==> config.mk <==
export PLATFORM = sky130hd
export DESIGN_NAME = unidade_controle_jogo_flat
export DESIGN_NICKNAME = d
export VERILOG_FILES = /design/src/rtl/unidade_controle_jogo_pkg.sv /design/src/rtl/unidade_controle_jogo_if.sv /design/src/rtl/unidade_controle_jogo_contador_timeout.sv /design/src/rtl/unidade_controle_jogo.sv /design/src/flat_wrapper.sv
export SDC_FILE = /design/constraint.sdc
export NUM_CORES = 1
export LEC_CHECK = 0
export ABC_AREA = 1
export CAP_MARGIN = 10
export CORE_UTILIZATION = 38
export DETAILED_ROUTE_END_ITERATION = 8
export PLACE_DENSITY = 0.69
export SLEW_MARGIN = 20
export SYNTH_ARGS = -nofsm -noshare
export SYNTH_HDL_FRONTEND = slang
export SYNTH_SLANG_ARGS = --single-unit
export TNS_END_PERCENT = 50
==> constraint.sdc <==
create_clock -name clock -period 1.2 [get_ports clock]
set_input_delay 0.24 -clock clock [delete_from_list [all_inputs] [get_ports clock]]
set_output_delay 0.24 -clock clock [all_outputs]
set_load 0.02 [all_outputs]
==> src/rtl/unidade_controle_jogo_pkg.sv <==
// Shared state codes, output bundle and timer-width helper for the memory-game control unit.
package unidade_controle_jogo_pkg;

    localparam int ESTADO_W_PADRAO = 4;

    // Encodings double as the hex-display code shown on db_estado
    typedef enum logic [3:0] {
        INICIAL        = 4'h0,
        PREPARA        = 4'h1,
        INICIA_RODADA  = 4'h2,
        ESPERA_JOGADA  = 4'h3,
        REGISTRA       = 4'h4,
        COMPARA        = 4'h5,
        PROXIMA_JOGADA = 4'h6,
        PROXIMA_RODADA = 4'h7,
        FIM_ACERTO     = 4'hA,
        FIM_TIMEOUT    = 4'hD,
        FIM_ERRO       = 4'hE
    } estado_t;

    typedef struct packed {
        logic zera_E;
        logic conta_E;
        logic zera_R;
        logic conta_R;
        logic registra_R;
        logic acertou;
        logic errou;
        logic pronto;
        logic db_timeout;
    } saidas_t;

    function automatic int largura_timer(input int ciclos);
        return (ciclos < 2) ? 1 : $clog2(ciclos);
    endfunction

    function automatic saidas_t decodifica(input estado_t e);
        saidas_t s;
        s = '0;
        case (e)
            PREPARA:        begin s.zera_E = 1'b1; s.zera_R = 1'b1; end
            INICIA_RODADA:  s.zera_E = 1'b1;
            REGISTRA:       s.registra_R = 1'b1;
            PROXIMA_JOGADA: s.conta_E = 1'b1;
            PROXIMA_RODADA: s.conta_R = 1'b1;
            FIM_ACERTO:     begin s.pronto = 1'b1; s.acertou = 1'b1; end
            FIM_ERRO:       begin s.pronto = 1'b1; s.errou = 1'b1; end
            FIM_TIMEOUT:    begin s.pronto = 1'b1; s.errou = 1'b1; s.db_timeout = 1'b1; end
            default:        s = '0;
        endcase
        return s;
    endfunction

endpackage

==> src/rtl/unidade_controle_jogo_if.sv <==
// Control/status bundle between the game datapath (master) and the control unit (slave).
interface unidade_controle_jogo_if #(
    parameter int ESTADO_W = 4
);
    logic iniciar;
    logic jogada;
    logic igual;
    logic fim_E;
    logic fim_R;
    logic zera_E;
    logic conta_E;
    logic zera_R;
    logic conta_R;
    logic registra_R;
    logic acertou;
    logic errou;
    logic pronto;
    logic db_timeout;
    logic [ESTADO_W-1:0] db_estado;

    modport master (
        output iniciar, jogada, igual, fim_E, fim_R,
        input  zera_E, conta_E, zera_R, conta_R, registra_R,
        input  acertou, errou, pronto, db_timeout, db_estado
    );

    modport slave (
        input  iniciar, jogada, igual, fim_E, fim_R,
        output zera_E, conta_E, zera_R, conta_R, registra_R,
        output acertou, errou, pronto, db_timeout, db_estado
    );
endinterface

==> src/rtl/unidade_controle_jogo_contador_timeout.sv <==
// Per-play timeout counter: counts while enabled, saturates on its last value and flags it.
module contador_timeout
    import unidade_controle_jogo_pkg::*;
#(
    parameter int TIMEOUT_CYCLES = 3000
) (
    input  logic clock,
    input  logic reset,
    input  logic zera,
    input  logic conta,
    output logic fim
);

    localparam int W = largura_timer(TIMEOUT_CYCLES);
    localparam logic [W-1:0] ULTIMO = W'(TIMEOUT_CYCLES - 1);

    logic [W-1:0] contagem_q;

    // Saturating so a long wait never wraps back and hides an expiry
    always_ff @(posedge clock) begin
        if (reset || zera) begin
            contagem_q <= '0;
        end else if (conta && (contagem_q != ULTIMO)) begin
            contagem_q <= contagem_q + W'(1);
        end
    end

    assign fim = (contagem_q == ULTIMO);

endmodule

==> src/rtl/unidade_controle_jogo.sv <==
// Moore control unit for the memory game; per-play timeout built only with CONTROLE_TIMEOUT_EN.
module unidade_controle_jogo
    import unidade_controle_jogo_pkg::*;
#(
    parameter int TIMEOUT_CYCLES = 3000,
    parameter int ESTADO_W       = ESTADO_W_PADRAO
) (
    input logic              clock,
    input logic              reset,
    unidade_controle_jogo_if.slave bus
);

    if (TIMEOUT_CYCLES < 2) begin : g_timeout_invalido
        $error("TIMEOUT_CYCLES must be at least 2");
    end

    estado_t             estado_q, estado_d;
    saidas_t             saidas_q;
    logic [ESTADO_W-1:0] db_estado_q;
    logic                timer_fim;

`ifdef CONTROLE_TIMEOUT_EN
    localparam bit TIMEOUT_HABILITADO = 1'b1;

    contador_timeout #(
        .TIMEOUT_CYCLES(TIMEOUT_CYCLES)
    ) u_contador_timeout (
        .clock (clock),
        .reset (reset),
        .zera  ((estado_q == INICIA_RODADA) || (estado_q == PROXIMA_JOGADA)),
        .conta (estado_q == ESPERA_JOGADA),
        .fim   (timer_fim)
    );
`else
    localparam bit TIMEOUT_HABILITADO = 1'b0;

    assign timer_fim = 1'b0;
`endif

    // A play arriving on the expiry cycle takes precedence over the timeout
    always_comb begin
        estado_d = estado_q;
        case (estado_q)
            INICIAL:        if (bus.iniciar) estado_d = PREPARA;
            PREPARA:        estado_d = INICIA_RODADA;
            INICIA_RODADA:  estado_d = ESPERA_JOGADA;
            ESPERA_JOGADA: begin
                if (bus.jogada)     estado_d = REGISTRA;
                else if (timer_fim) estado_d = FIM_TIMEOUT;
            end
            REGISTRA:       estado_d = COMPARA;
            COMPARA: begin
                if (!bus.igual)                   estado_d = FIM_ERRO;
                else if (bus.fim_E && bus.fim_R)  estado_d = FIM_ACERTO;
                else if (bus.fim_E)               estado_d = PROXIMA_RODADA;
                else                              estado_d = PROXIMA_JOGADA;
            end
            PROXIMA_JOGADA: estado_d = ESPERA_JOGADA;
            PROXIMA_RODADA: estado_d = INICIA_RODADA;
            FIM_ACERTO, FIM_ERRO, FIM_TIMEOUT: begin
                if (bus.iniciar) estado_d = PREPARA;
            end
            default:        estado_d = INICIAL;
        endcase
    end

    // Outputs are registered from the next state so they always equal the decode of estado_q
    always_ff @(posedge clock) begin
        if (reset) begin
            estado_q    <= INICIAL;
            saidas_q    <= '0;
            db_estado_q <= '0;
        end else begin
            estado_q    <= estado_d;
            saidas_q    <= decodifica(estado_d);
            db_estado_q <= ESTADO_W'(estado_d);
        end
    end

    assign bus.zera_E     = saidas_q.zera_E;
    assign bus.conta_E    = saidas_q.conta_E;
    assign bus.zera_R     = saidas_q.zera_R;
    assign bus.conta_R    = saidas_q.conta_R;
    assign bus.registra_R = saidas_q.registra_R;
    assign bus.acertou    = saidas_q.acertou;
    assign bus.errou      = saidas_q.errou;
    assign bus.pronto     = saidas_q.pronto;
    assign bus.db_timeout = saidas_q.db_timeout & TIMEOUT_HABILITADO;
    assign bus.db_estado  = db_estado_q;

endmodule

==> src/flat_wrapper.sv <==
// flat-port wrapper written by rule: the top's interface ports become plain ports
module unidade_controle_jogo_flat import unidade_controle_jogo_pkg::*;
#(
    parameter int TIMEOUT_CYCLES = 3000,
    parameter int ESTADO_W       = ESTADO_W_PADRAO
)
  (clock, reset, bus_iniciar, bus_jogada, bus_igual, bus_fim_E, bus_fim_R, bus_zera_E, bus_conta_E, bus_zera_R, bus_conta_R, bus_registra_R, bus_acertou, bus_errou, bus_pronto, bus_db_timeout, bus_db_estado);
  unidade_controle_jogo_if #(.ESTADO_W(ESTADO_W)) bus_i ();
  input logic clock;
  input logic reset;
  input wire logic [$bits(bus_i.iniciar)-1:0] bus_iniciar;
  input wire logic [$bits(bus_i.jogada)-1:0] bus_jogada;
  input wire logic [$bits(bus_i.igual)-1:0] bus_igual;
  input wire logic [$bits(bus_i.fim_E)-1:0] bus_fim_E;
  input wire logic [$bits(bus_i.fim_R)-1:0] bus_fim_R;
  output wire logic [$bits(bus_i.zera_E)-1:0] bus_zera_E;
  output wire logic [$bits(bus_i.conta_E)-1:0] bus_conta_E;
  output wire logic [$bits(bus_i.zera_R)-1:0] bus_zera_R;
  output wire logic [$bits(bus_i.conta_R)-1:0] bus_conta_R;
  output wire logic [$bits(bus_i.registra_R)-1:0] bus_registra_R;
  output wire logic [$bits(bus_i.acertou)-1:0] bus_acertou;
  output wire logic [$bits(bus_i.errou)-1:0] bus_errou;
  output wire logic [$bits(bus_i.pronto)-1:0] bus_pronto;
  output wire logic [$bits(bus_i.db_timeout)-1:0] bus_db_timeout;
  output wire logic [$bits(bus_i.db_estado)-1:0] bus_db_estado;
  assign bus_i.iniciar = bus_iniciar;
  assign bus_i.jogada = bus_jogada;
  assign bus_i.igual = bus_igual;
  assign bus_i.fim_E = bus_fim_E;
  assign bus_i.fim_R = bus_fim_R;
  assign bus_zera_E = bus_i.zera_E;
  assign bus_conta_E = bus_i.conta_E;
  assign bus_zera_R = bus_i.zera_R;
  assign bus_conta_R = bus_i.conta_R;
  assign bus_registra_R = bus_i.registra_R;
  assign bus_acertou = bus_i.acertou;
  assign bus_errou = bus_i.errou;
  assign bus_pronto = bus_i.pronto;
  assign bus_db_timeout = bus_i.db_timeout;
  assign bus_db_estado = bus_i.db_estado;
  unidade_controle_jogo #(.TIMEOUT_CYCLES(TIMEOUT_CYCLES), .ESTADO_W(ESTADO_W)) u_core (.clock(clock), .reset(reset), .bus(bus_i));
endmodule
==> metrics.csv <==
stage;metric;value;unit
die;boundaryPins;20;
pwr;p_total;1.929;mW
worst_hold_path;hp-class;reg2reg;
synthesis;yosysUniqueCellTypes;18;
routing;dr.pass1.iters;4;
pwr;irDropWorstVdd;1.064;mV
timing;setup_tns;-0.1779;ns
cts;clock_sink_count;12;
worst_setup_path;cp_max_fo;8;
pwr;p_leak;0.5039;nW
grt;grt_pass1_wl;2242;um
pwr;pwr-share-seq;30.4;%
routing;drc;0;
pwr;p_switching;0.8982;mW
cts;cts_root_buf;clkbuf_4;
placed_design;pre_cts_ws;-0.3247;ns
die;die_y;41.47;um
grt;antenna_found_initial;0;
cts;ctsHtreeMaxLevel;1;
layout;nFillCells;121;
pwr;p_sw_share;46.56;%
grt;first_global_vias;559;
layout;fin_area;938.4;sq um
layout;final_cells;134;
timing;hold_slack;0.6113;ns
timing;hold_violations;0;
timing;finalSetupViolCount;5;
layout;fin_util;68.68;%
worst_setup_path;cp.required;1.42;ns
pwr;p_int;1.031;mW
routing;ant_nets;0;
cts;cts_tree;yes;
layout;area_delta_synth_final;58.56;%
routing;postRouteWirelength;1547;um
die;initial_core_util;43.32;%
layout;regArea;252.7;sq um
layout;antenna_cells;0;
grt;track_usage;16.91;%
synthesis;syn-cell-area;591.8;sq um
grt;grt_max_degree;9;
timing;rsz0062_at_grt;true;
die;coreArea;0.001366;sq mm
placed_design;hpwlAfterDp;1057;um
worst_setup_path;worstSetupPathType;reg2reg;
routing;drtIter0Drc;8;
cts;clockBufferDepth;2;
pwr;p_clk_share;12.5;%
timing;fin_crit_sh;106.3;%
timing;slew_violations;0;
synthesis;synth_nets;99;
timing;fin_crit;1.276;ns
job;maxCapViolations;0;
synthesis;postSynthCellCount;92;
pwr;pwr-share-comb;57.1;%
routing;vias;639;
layout;multiInputGateArea;356.6;sq um
timing;finalClockSkew;0.005794;ns
timing;fmax;783.8;MHz
layout;drive_gt1_share;36.97;%
die;die_area;0.001719;sq mm
routing;vias_per_cell;4.769;
layout;layout.nets;128;
worst_setup_path;start_kind;register;
routing;routedWlPerCell;11.54;um
placed_design;placed_area;845.8;sq um
grt;globalRouteOverflowTotal;0;
timing;layout_setup_ws;-0.07581;ns
outcome;violations;negative setup slack;
placed_design;place.gp.congestion;0.8085;
die;die_x;41.47;um
cts;clk_pin_slew_worst_paths;0.07;ns
cts;worstSkewPairLatency;0.27;ns
synthesis;synth-seq-cells;12;
synthesis;synth_area_per_cell;6.433;sq um
layout;mostFrequentLayoutCells;14 x inv_1, 14 x nor2_1, 13 x nand2_1;
cts;cts_buffers;3;
synthesis;yosys_warnings;0;
pwr;powerDensity;2056;mW/mm^2
worst_setup_path;cp-end-kind;register;
placed_design;placed_cells;130;
placed_design;port_buffers;18;
outcome;status;finished with violations;
worst_setup_path;crit_arrival;1.50;ns
cts;hold_buffers;0;
synthesis;seq_area_frac_synth;40.59;%
die;num_rows;13;
state kept, by name (all words and copies together) (netlist names):
name,flops
u_core.estado_q,4
u_core.bus.acertou,1
u_core.bus.conta_E,1
u_core.bus.conta_R,1
u_core.bus.errou,1
u_core.bus.pronto,1
u_core.bus.registra_R,1
u_core.bus.zera_E,1
u_core.bus.zera_R,1
cell type report:
cell class                      instances  area share (%)
Timing Repair Buffer                   25           24.27
Sequential cell                        12           26.93
Tap cell                               15           2.000
Inverter                               16           6.400
Clock buffer                            3           2.400
Multi-Input combinational cell         63           38.00
metal layers:
layer	up-vias	GRT usage, %	routed length [um]
li1	328	-	-
met1	288	19.14	662
met2	19	29.38	777
met3	4	5.652	89
met4	0	5.806	17
met5	-	0	0
cells by family after synthesis:
kind of cell	count (synthesis)	share of synthesized area, %
and+or+nand+nor	60	45.67
buffers and inverters	17	11.42
DFF	12	40.59
AOI/OAI and AO/OA	2	1.690
other	1	0.6336
final timing paths:
path	start	to	slack, ns	cells after the start
max	u_core.estado_q[3]	u_core.bus.zera_E	-0.08	9
min	u_core.estado_q[3]	u_core.bus.conta_R	0.61	3
min reg2reg	u_core.estado_q[3]	u_core.bus.conta_R	0.61	3
max reg2reg	u_core.estado_q[3]	u_core.bus.zera_E	-0.08	9
power groups by stage:
stage | combinational (mW) | clock, mW | sequential, mW
6_report | 1.10 | 0.241 | 0.587
5_1_grt | 1.20 | 0.268 | 0.601
4_1_cts | 0.917 | 0.246 | 0.587
3_5_place_dp | 0.947 | 0 | 0.583
3_3_place_gp | 0.934 | 0 | 0.579
2_1_floorplan | 0.519 | 0 | 0.652
cell usage after synthesis (all sizes together):
master / number / area share [%]
nand2: 26 / 17
nor2: 21 / 15
inv: 16 / 10
dfxtp: 12 / 41
nand3: 8 / 7.6
nor3: 3 / 3.4
a21oi: 1 / 0.84
buf: 1 / 1.3
conb: 1 / 0.63
nand3b: 1 / 1.3
o21ai: 1 / 0.84
or2: 1 / 1.1
what timing repair did:
| item | in CTS | in global routing |
|---|---|---|
| endpoints found under the setup margin | 18 | 14 |
| hold endpoints to repair | 0 | 0 |
| resized for setup | 20 | 26 |
| buffers inserted | 0 | 1 |
| gates cloned | 0 | 0 |
| pin swaps | 0 | 7 |
critical path: stages (launching register included):
cell and delay (ns):
dfxtp_4 0.37, nor2_1 0.22, nand3b_1 0.14, nand2_1 0.11, inv_1 0.05, nand2_2 0.08, nand3_1 0.08, nand2_1 0.09
nand2_1 0.05, inv_1 0.05
No activity file was read; power rests on OpenSTA's default activity.
